### src/rtl/bp_be_fp_int_wb_pipe.sv
// Writeback stage for the FP-to-integer unit.
// A fixed-depth, whole-pipe-stall shift pipeline carries the 64-bit integer
// result, its destination register and its exception flags. The last stage
// drives the integer register-file writeback handshake. A sticky fflags
// register accrues the flags of every retired entry and takes CSR writes.
module bp_be_fp_int_wb_pipe #(
  parameter int unsigned dword_width_p    = 64,
  parameter int unsigned reg_addr_width_p = 5,
  parameter int unsigned latency_p        = 2
) (
  input  logic                        clk_i,
  input  logic                        reset_i,

  input  logic                        v_i,
  output logic                        ready_o,
  input  logic [dword_width_p-1:0]    data_i,
  input  logic [4:0]                  eflags_i,
  input  logic [reg_addr_width_p-1:0] rd_addr_i,

  input  logic                        flush_i,

  output logic                        wb_v_o,
  input  logic                        wb_ready_i,
  output logic [dword_width_p-1:0]    wb_data_o,
  output logic [reg_addr_width_p-1:0] wb_rd_addr_o,
  output logic [4:0]                  wb_eflags_o,

  input  logic                        fflags_w_v_i,
  input  logic [4:0]                  fflags_w_i,
  output logic [4:0]                  fflags_o,

  output logic                        empty_o
);

  localparam int unsigned last_lp = latency_p - 1;

  // Per-stage storage; index 0 is the entry stage, last_lp feeds writeback.
  logic [latency_p-1:0]        valid_q, valid_d;
  logic [dword_width_p-1:0]    data_q   [latency_p];
  logic [dword_width_p-1:0]    data_d   [latency_p];
  logic [reg_addr_width_p-1:0] rd_q     [latency_p];
  logic [reg_addr_width_p-1:0] rd_d     [latency_p];
  logic [4:0]                  eflags_q [latency_p];
  logic [4:0]                  eflags_d [latency_p];
  logic [4:0]                  fflags_q, fflags_d;

  logic stall;
  logic accept;
  logic retire;

  // Handshake decode: the whole pipe freezes while the head entry waits.
  always_comb begin
    stall  = valid_q[last_lp] & ~wb_ready_i;
    accept = v_i & ~stall & ~flush_i;
    retire = valid_q[last_lp] & wb_ready_i;
  end

  // Stage shift: load/bubble into stage 0 and advance all stages unless stalled.
  // Flush only clears valid bits; payloads of dropped entries are don't-care.
  always_comb begin
    valid_d  = valid_q;
    data_d   = data_q;
    rd_d     = rd_q;
    eflags_d = eflags_q;
    if (!stall) begin
      valid_d[0]  = accept;
      data_d[0]   = accept ? data_i    : '0;
      rd_d[0]     = accept ? rd_addr_i : '0;
      eflags_d[0] = accept ? eflags_i  : '0;
      for (int unsigned i = 1; i < latency_p; i++) begin
        valid_d[i]  = valid_q[i-1];
        data_d[i]   = data_q[i-1];
        rd_d[i]     = rd_q[i-1];
        eflags_d[i] = eflags_q[i-1];
      end
    end
    if (flush_i) begin
      valid_d = '0;
    end
  end

  // Sticky accrued flags: a CSR write wins over a same-cycle retire accrual.
  always_comb begin
    fflags_d = fflags_q;
    if (fflags_w_v_i) begin
      fflags_d = fflags_w_i;
    end else if (retire) begin
      fflags_d = fflags_q | eflags_q[last_lp];
    end
  end

  // Pipeline and fflags registers with asynchronous reset.
  always_ff @(posedge clk_i or posedge reset_i) begin
    if (reset_i) begin
      valid_q  <= '0;
      fflags_q <= '0;
      for (int unsigned i = 0; i < latency_p; i++) begin
        data_q[i]   <= '0;
        rd_q[i]     <= '0;
        eflags_q[i] <= '0;
      end
    end else begin
      valid_q  <= valid_d;
      data_q   <= data_d;
      rd_q     <= rd_d;
      eflags_q <= eflags_d;
      fflags_q <= fflags_d;
    end
  end

  // Outputs come straight from registers except ready_o, which follows wb_ready_i.
  always_comb begin
    ready_o      = ~stall;
    wb_v_o       = valid_q[last_lp];
    wb_data_o    = data_q[last_lp];
    wb_rd_addr_o = rd_q[last_lp];
    wb_eflags_o  = eflags_q[last_lp];
    fflags_o     = fflags_q;
    empty_o      = ~|valid_q;
  end

endmodule

### config.mk
export PLATFORM = sky130hd
export DESIGN_NAME = bp_be_fp_int_wb_pipe
export DESIGN_NICKNAME = d
export VERILOG_FILES = /design/src/rtl/bp_be_fp_int_wb_pipe.sv
export SDC_FILE = /design/constraint.sdc
export NUM_CORES = 1
export LEC_CHECK = 0
export ABC_AREA = 0
export CORE_ASPECT_RATIO = 1.5
export CORE_MARGIN = 1.5
export CORE_UTILIZATION = 48
export DETAILED_ROUTE_END_ITERATION = 8
export PLACE_DENSITY = 0.79
export SKIP_LAST_GASP = 1
export SYNTH_ARGS = -nofsm -noshare
export SYNTH_HDL_FRONTEND = slang
export SYNTH_SLANG_ARGS = --single-unit
### constraint.sdc
create_clock -name clk_i -period 7.6 [get_ports clk_i]
set_input_delay 2.28 -clock clk_i [delete_from_list [all_inputs] [get_ports clk_i]]
set_output_delay 2.28 -clock clk_i [all_outputs]
set_load 0.01 [all_outputs]
==> results.yml, run 1 <==
critical_path:
  worstSetupStartpointType: "primary input"
  r2r-end: "data_q[99]$_DFFE_PP0P_"
  required_ns: 5.32
  arrival_ns: 3.68
  r2r_start: "valid_q[1]$_DFFE_PP0P_"
  worst_r2r_path_depth: 4
  critPathMaxFanout: 6
  crit_type: "in2out"
  crit_path_end_kind: "output port"
  rrSetupSlack_ns: 5.14
yosys:
  synth_adder_area_share_pct: 0
  async_flop_share_pct: 100
  synth-compound-area-share_pct: 11.5
  synth.avg_cell_area_um2: 10.7
  ys_seq_area_share_pct: 62.0
  synthXorXnorAreaFrac_pct: 0
  yosys-top-cells-area: "dfrtp_1 (62%), nand2_1 (13%), a22o_1 (10%), buf_4 (9.1%), buf_2 (1.4%)"
  ys_warn_count: 0
  synth-simple-area-share_pct: 13.9
  ys.flop_type: "dfrtp_1"
  yosysMostFrequentCell: "nand2_1"
  synth.cell_area_mm2: 0.00625
  synthCells: 584
  synth_top_area_share_pct: 62.0
  synth-edff-count: 0
  synth_cell_types: 14
  ys_ff_latch: 155
  synth_common_cells: "nand2_1 (224), dfrtp_1 (155), buf_4 (76)"
  netlist.top_cell.by_area: "dfrtp_1"
  synthMuxAreaShare_pct: 0
  synth_fp_nets: 669
  synth_top_family_by_area: "simple AND/OR/NAND/NOR gates"
min_path:
  hold-path-cell-count: 2
  holdPathEnd: "wb_data_o[6]$_DFFE_PP0P_"
  min_from: "wb_data_o[6]$_DFFE_PP0P_"
  holdCritPathClass: "reg2reg"
sta:
  rsz0062_at_grt: "false"
  slew-limit-headroom_pct: 42.8
  max_freq_ghz: 0.168
  fin_setup_tns_ns: 0
  hold_violations: 0
  setup-violations-final: 0
  fin_crit_ns: 5.96
  maxSlewViolCount: 0
  period_share_pct: 78.4
  worst_slew_pin_slew_ns: 0.857
  finClkSkew_ns: 0.00925
cells_and_area:
  nNetsFinal: 752
  drive_gt1_share_pct: 5.88
  multiInputGateArea_mm2: 0.00161
  area_growth_pct: 27.8
  fillers: 1006
  antenna-diode-count: 0
  regArea_mm2: 0.00388
  fin_area_mm2: 0.00800
global_routing:
  grt_pass1_vias: 4370
  grt.overflow.total: 0
  grt_usage_pct: 20.6
  antenna_found_initial: 0
  grt_max_degree: 100
  grt_pass1_wl_um: 21500
cts:
  clock_latency_ns: 0.41
  cts_buffers: 17
  ctsHtreeMaxLevel: 4
  root_buffer: "clkbuf_16"
  clock_path_buffers: 2
  cts_resized: 0
  postCtsSetupBuffers: 0
  holdBufCountCts: 0
  clock-sinks: 155
  clkTransAtPathRegs_ns: 0.06
  cts_tree: "done"
floorplan:
  core-area_mm2: 0.0126
  ios: 167
  die_w_um: 96.2
  core.rowCount: 50
  dieArea_mm2: 0.0137
  die_y_um: 143
  start_util_pct: 49.7
pwr:
  leakagePower_uw: 0.00395
  p_per_area_mw_per_mm2: 238
  ir_drop_uv: 155
route:
  wl_per_cell_um: 16.1
  viasPerCell: 5.14
  drc: 0
  drtIter0Drc: 146
  drt_wl_total_um: 13500
  firstDrtPassIters: 4
  postRouteAntennaNets: 0
  num_vias: 4301
placement:
  finalWeightedCongestion: 0.779
  place_area_mm2: 0.00742
  port-buffer-count: 166
  dp_hpwl_um: 8890
run_status:
  status: "completed"
flow_run:
  maxCapViolations: 0
==> metrics by stage <==
step,power [uW],hold slack [ns],cells,util [%],setup slack [ns]
3_3_place_gp,1090,0.448,804,59.0,1.67
6_report,1910,0.465,836,63.6,1.64
3_5_place_dp,1100,0.454,804,59.0,1.65
4_1_cts,1930,0.468,836,63.6,1.65
2_1_floorplan,1010,0.440,584,-,1.14
5_1_grt,1980,0.483,836,63.6,1.62
==> worst max-delay path by stage <==
stage | start | endpoint | slack (ns)
5_1_grt | wb_ready_i | ready_o | 1.62
3_3_place_gp | wb_ready_i | ready_o | 1.67
2_1_floorplan | reset_i | data_q[100]$_DFFE_PP0P_ | 1.14
3_5_place_dp | wb_ready_i | ready_o | 1.65
4_1_cts | wb_ready_i | ready_o | 1.65
6_report | wb_ready_i | ready_o | 1.64
==> where the power goes <==
part | switching [uW] | internal (uW) | total, uW | leakage [uW]
sequential | 25.2 | 868 | 893 | 0.00207
clock | 336 | 486 | 823 | 0.000270
combinational | 85.8 | 104 | 190 | 0.00160
total | 447 | 1460 | 1910 | 0.00395
==> critical path, cell delays in order <==
cell and delay [ns]:
clkdlybuf4s50_1 0.65, nor2b_4 0.07, inv_2 0.06, clkdlybuf4s50_1 0.61
==> cell families after synthesis <==
| family | count (synthesis) |
|---|---|
| buffers and inverters | 115 |
| AOI/OAI and AO/OA | 85 |
| and+or+nand+nor | 229 |
| DFF | 155 |
==> flip-flops by register name, indices dropped and copies added, names as in the netlist <==
name          flops
wb_eflags_o       5
wb_data_o        64
eflags_q          5
wb_rd_addr_o      5
data_q           64
valid_q           2
rd_q              5
fflags_o          5
==> cell usage in the layout (no fill, tap or decap), types with 3 or more instances in the layout <==
cell type / count
clkbuf_16: 17
nand2_1: 224
clkinvlp_4: 4
a22o_1: 74
a21oi_1: 6
buf_4: 6
inv_1: 5
dfrtp_1: 155
a311oi_1: 5
nor2_1: 3
inv_6: 4
clkdlybuf4s50_1: 166
==> final cells by class <==
class / instances / area share (%)
Clock buffer: 19 / 5.41
Clock inverter: 13 / 1.80
Inverter: 7 / 0.391
Multi-Input combinational cell: 314 / 20.1
Sequential cell: 155 / 48.5
Tap cell: 156 / 2.44
Timing Repair Buffer: 172 / 21.3
==> per-layer routing <==
metal / share of wire, % / up-vias / global-route usage (%)
met1: 40 / 2138 / 23.9
li1: - / 2000 / -
met4: 3.5 / 0 / 9.75
met5: 0 / - / 0
met3: 4.4 / 28 / 4.42
met2: 52 / 135 / 35.4
No activity file was read; power rests on OpenSTA's default activity.
==> run 2, diff against run 1 <==
==> constraint.sdc (replaced) <==
create_clock -name clk_i -period 5.6 [get_ports clk_i]
set_input_delay 1.68 -clock clk_i [delete_from_list [all_inputs] [get_ports clk_i]]
set_output_delay 1.68 -clock clk_i [all_outputs]
set_load 0.01 [all_outputs]
==> results.yml, run 2 (synthesized netlist as in run 1, its figures left out) <==
floorplan:
  die_y_um: 143
  start_util_pct: 49.7
  die_w_um: 96.2
  ios: 167
  dieArea_mm2: 0.0137
  core-area_mm2: 0.0126
  core.rowCount: 50
sta:
  period_share_pct: 84.6
  timing.hold.ws_ns: 0.462
  fin_crit_ns: 4.74
  max_freq_ghz: 0.211
  fin_setup_tns_ns: 0
  hold_violations: 0
  rsz0062_at_grt: "false"
  setup-violations-final: 0
  slew-limit-headroom_pct: 43.7
  worst_slew_pin_slew_ns: 0.845
  finClkSkew_ns: 0.00699
  maxSlewViolCount: 0
flow_run:
  maxCapViolations: 0
global_routing:
  grt_pass1_vias: 4301
  grt_usage_pct: 20.4
  grt_max_degree: 78
  grt_pass1_wl_um: 21100
  grt.overflow.total: 0
  antenna_found_initial: 0
pwr:
  p_switching_uw: 588
  cellInternalPower_uw: 2000
  ir_drop_uv: 165
  p_clk_share_pct: 43.2
  leakagePower_uw: 0.00396
  switching_share_pct: 22.7
  pwr-share-seq_pct: 46.8
  pwr-share-comb_pct: 10.0
  p_per_area_mw_per_mm2: 323
cells_and_area:
  fillers: 973
  antenna-diode-count: 0
  nNetsFinal: 752
  layout_commonest_cell: "nand2_1"
  drive_gt1_share_pct: 5.74
  layout_common_cells: "nand2_1 (224), clkdlybuf4s50_1 (166), dfrtp_1 (155), a22o_1 (74), clkbuf_16 (17)"
  area_growth_pct: 28.1
critical_path:
  rrSetupSlack_ns: 3.10
  critPathLaunch: "wb_ready_i"
  crit_type: "in2out"
  required_ns: 3.92
  worst_r2r_path_depth: 4
  worstSetupStartpointType: "primary input"
  arrival_ns: 3.06
  r2r_start: "valid_q[1]$_DFFE_PP0P_"
  endpoint: "ready_o"
  crit_path_end_kind: "output port"
  r2r-end: "data_q[79]$_DFFE_PP0P_"
  critPathMaxFanout: 6
route:
  drtIter0Drc: 214
  drc: 0
  wl_met3_um: 687
  firstDrtPassIters: 5
  num_vias: 4281
  viasPerCell: 5.12
  wl_met2_um: 7110
  wl_per_cell_um: 16.2
  top_layer: "met4"
  drt-met1-wl_um: 5370
  drt_wl_total_um: 13600
  postRouteAntennaNets: 0
cts:
  cts_buffers: 17
  clock_latency_ns: 0.41
  clock-sinks: 155
  cts_resized: 0
  root_buffer: "clkbuf_16"
  ctsHtreeMaxLevel: 4
  clock_path_buffers: 2
  cts_tree: "done"
  holdBufCountCts: 0
  clkTransAtPathRegs_ns: 0.06
  postCtsSetupBuffers: 0
min_path:
  holdCritPathClass: "reg2reg"
placement:
  port-buffer-count: 166
  dp_hpwl_um: 8960
  finalWeightedCongestion: 0.772
run_status:
  status: "completed"
run 2: how the worst min path moves through the flow:
stage | from | to | slack [ns] | depth (start not counted)
2_1_floorplan | wb_data_o[28]$_DFFE_PP0P_ | wb_data_o[28]$_DFFE_PP0P_ | 0.44 | 2
3_3_place_gp | wb_data_o[10]$_DFFE_PP0P_ | wb_data_o[10]$_DFFE_PP0P_ | 0.45 | 2
3_5_place_dp | wb_data_o[26]$_DFFE_PP0P_ | wb_data_o[26]$_DFFE_PP0P_ | 0.46 | 2
4_1_cts | wb_data_o[26]$_DFFE_PP0P_ | wb_data_o[26]$_DFFE_PP0P_ | 0.47 | 2
5_1_grt | wb_data_o[7]$_DFFE_PP0P_ | wb_data_o[7]$_DFFE_PP0P_ | 0.49 | 2
6_report | wb_data_o[0]$_DFFE_PP0P_ | wb_data_o[0]$_DFFE_PP0P_ | 0.46 | 2
run 2: power groups by stage:
stage	logic (uW)	registers, uW	clock network (uW)
floorplan	150	1220	0
global placement	255	1230	0
detailed placement	262	1230	0
CTS	263	1210	1140
global route	282	1220	1190
finish	259	1210	1120
run 2: worst max-delay path: stages:
cell and delay [ns]:
clkdlybuf4s50_1 0.62, nor2b_4 0.08, inv_2 0.06, clkdlybuf4s50_1 0.61
run 2: metrics by stage:
stage | power [uW] | worst slack (ns) | instances | area (um2) | util, %
floorplan | 1370 | 1.67 | 584 | 6260 | -
global placement | 1480 | 0.875 | 804 | 7430 | 59.1
detailed placement | 1490 | 0.863 | 804 | 7430 | 59.1
CTS | 2620 | 0.858 | 836 | 8010 | 63.7
global route | 2690 | 0.847 | 836 | 8010 | 63.7
finish | 2590 | 0.864 | 836 | 8010 | 63.7
run 2: cell type report:
cell class | instances | area [um2] | area share [%]
Clock buffer | 22 | 464 | 5.80
Clock inverter | 10 | 116 | 1.45
Inverter | 7 | 30.0 | 0.375
Multi-Input combinational cell | 314 | 1610 | 20.1
Sequential cell | 155 | 3880 | 48.4
Tap cell | 156 | 195 | 2.44
Timing Repair Buffer | 172 | 1720 | 21.5
run 2: per-layer routing:
metal / global-route usage [%] / vias to the layer above
met5: 0 / -
met4: 11.1 / 0
met3: 4.90 / 24
met2: 35.2 / 133
met1: 22.8 / 2128
li1: - / 1996
==> run 3, diff against run 2 <==
--- a/config.mk
+++ b/config.mk
@@ -8,9 +8,9 @@
 export ABC_AREA = 0
 export CORE_ASPECT_RATIO = 1.5
 export CORE_MARGIN = 1.5
-export CORE_UTILIZATION = 48
+export CORE_UTILIZATION = 44
 export DETAILED_ROUTE_END_ITERATION = 8
-export PLACE_DENSITY = 0.79
+export PLACE_DENSITY = 0.77
 export SKIP_LAST_GASP = 1
 export SYNTH_ARGS = -nofsm -noshare
 export SYNTH_HDL_FRONTEND = slang
==> constraint.sdc (replaced) <==
create_clock -name clk_i -period 3.9 [get_ports clk_i]
set_input_delay 1.17 -clock clk_i [delete_from_list [all_inputs] [get_ports clk_i]]
set_output_delay 1.17 -clock clk_i [all_outputs]
set_load 0.01 [all_outputs]
==> results.yml, run 3 (synthesized netlist as in run 1, its figures left out) <==
run_status:
  status: "completed"
pwr:
  total_power_uw: 3990
  p_per_area_mw_per_mm2: 488
  ir_drop_uv: 290
  leakagePower_uw: 0.00403
floorplan:
  die_y_um: 149
  start_util_pct: 44.9
  core-area_mm2: 0.0139
  ios: 167
  die_w_um: 100
  dieArea_mm2: 0.0150
  core.rowCount: 53
min_path:
  holdCritPathClass: "reg2reg"
  hold-path-cell-count: 2
  min_from: "wb_data_o[31]$_DFFE_PP0P_"
  holdPathEnd: "wb_data_o[31]$_DFFE_PP0P_"
global_routing:
  antenna_found_initial: 0
  grt_pass1_wl_um: 22100
  grt_max_degree: 109
  grt.overflow.total: 0
  grt_usage_pct: 19.3
  grt_pass1_vias: 4427
critical_path:
  crit_path_top_delay_cell: "clkdlybuf4s50_1"
  cp.buffers_inverters: 3
  worst_r2r_path_depth: 4
  critPathMaxFanout: 6
  crit_family: "buffers and inverters"
  crit_path_end_kind: "output port"
  required_ns: 2.73
  path_common_cell: "clkdlybuf4s50_1"
  path_cells: "clkdlybuf4s50_1 > nor2b_4 > inv_2 > clkdlybuf4s50_1"
  worstSetupStartpointType: "primary input"
  r2r-end: "data_q[90]$_DFFE_PP0P_"
  worst_path_largest_cell_delay_ns: 0.63
  arrival_ns: 2.57
  crit_type: "in2out"
  r2r_start: "valid_q[1]$_DFFE_PP0P_"
  rrSetupSlack_ns: 1.46
cts:
  clock-sinks: 155
  postCtsSetupBuffers: 0
  clock_path_buffers: 2
  clkTransAtPathRegs_ns: 0.06
  cts_resized: 0
  holdBufCountCts: 0
  root_buffer: "clkbuf_16"
  clock_latency_ns: 0.42
  ctsHtreeMaxLevel: 4
  cts_buffers: 17
  cts_tree: "done"
sta:
  finalWorstSetupSlack_ns: 0.156
  period_share_pct: 96.0
  max_freq_ghz: 0.267
  worst_slew_pin_slew_ns: 1.09
  setup-violations-final: 0
  finClkSkew_ns: 0.00878
  fin_crit_ns: 3.74
  hold_violations: 0
  fin_setup_tns_ns: 0
  maxSlewViolCount: 0
  slew-limit-headroom_pct: 27.1
  rsz0062_at_grt: "false"
cells_and_area:
  nNetsFinal: 753
  layout_commonest_cell: "nand2_1"
  layout_common_cells: "nand2_1 (224), clkdlybuf4s50_1 (166), dfrtp_1 (155), a22o_1 (74), clkbuf_16 (17)"
  antenna-diode-count: 0
  area_growth_pct: 30.6
  drive_gt1_share_pct: 6.31
route:
  firstDrtPassIters: 4
  viasPerCell: 5.02
  drtIter0Drc: 184
  drc: 0
  drt_wl_total_um: 13700
  num_vias: 4246
  postRouteAntennaNets: 0
  wl_per_cell_um: 16.1
placement:
  port-buffer-count: 166
  dp_hpwl_um: 9070
  dp_slack_ns: 0.170
  finalWeightedCongestion: 0.798
flow_run:
  maxCapViolations: 0
-- run 3: layer usage --
layer	track usage [%]	wire (um)
met1	22.5	5520
met2	32.0	6980
met3	5.62	660
met4	10.4	493
met5	0	0
-- run 3: through the flow --
step,hold WS (ns),utilization [%],std cells,instance area (um2)
after global placement,0.448,53.8,814,7490
after CTS,0.468,58.7,846,8170
final,0.465,58.7,846,8170
after global routing,0.488,58.7,846,8170
after floorplan,0.440,-,584,6260
after detailed placement,0.455,53.8,814,7490
-- run 3: worst max path at each step --
stage                     from                       to  slack [ns]  cells past startpoint
floorplan              reset_i  data_q[100]$_DFFE_PP0P_        0.77                      1
global placement    wb_ready_i                  ready_o        0.18                      4
detailed placement  wb_ready_i                  ready_o        0.17                      4
CTS                 wb_ready_i                  ready_o        0.16                      4
global route        wb_ready_i                  ready_o        0.13                      4
finish              wb_ready_i                  ready_o        0.16                      4
-- run 3: power breakdown --
part	internal, uW	total [uW]	switching [uW]
Clock	1220	1870	649
Sequential	1690	1740	50.1
Combinational	209	376	167
Total	3120	3990	866
-- run 3: final cells by class --
cell class | instances | area (um2)
Fill cell | 1170 | 5760
Clock inverter | 14 | 243
Multi-Input combinational cell | 314 | 1610
Tap cell | 165 | 206
Sequential cell | 155 | 3880
Inverter | 7 | 30.0
Timing Repair Buffer | 173 | 1760
Clock buffer | 18 | 439
-- run 3: tightest hold or removal path, cell delays in order (launching register included) --
cell and delay (ns):
dfrtp_1 0.33, nand2_1 0.05, nand2_1 0.05
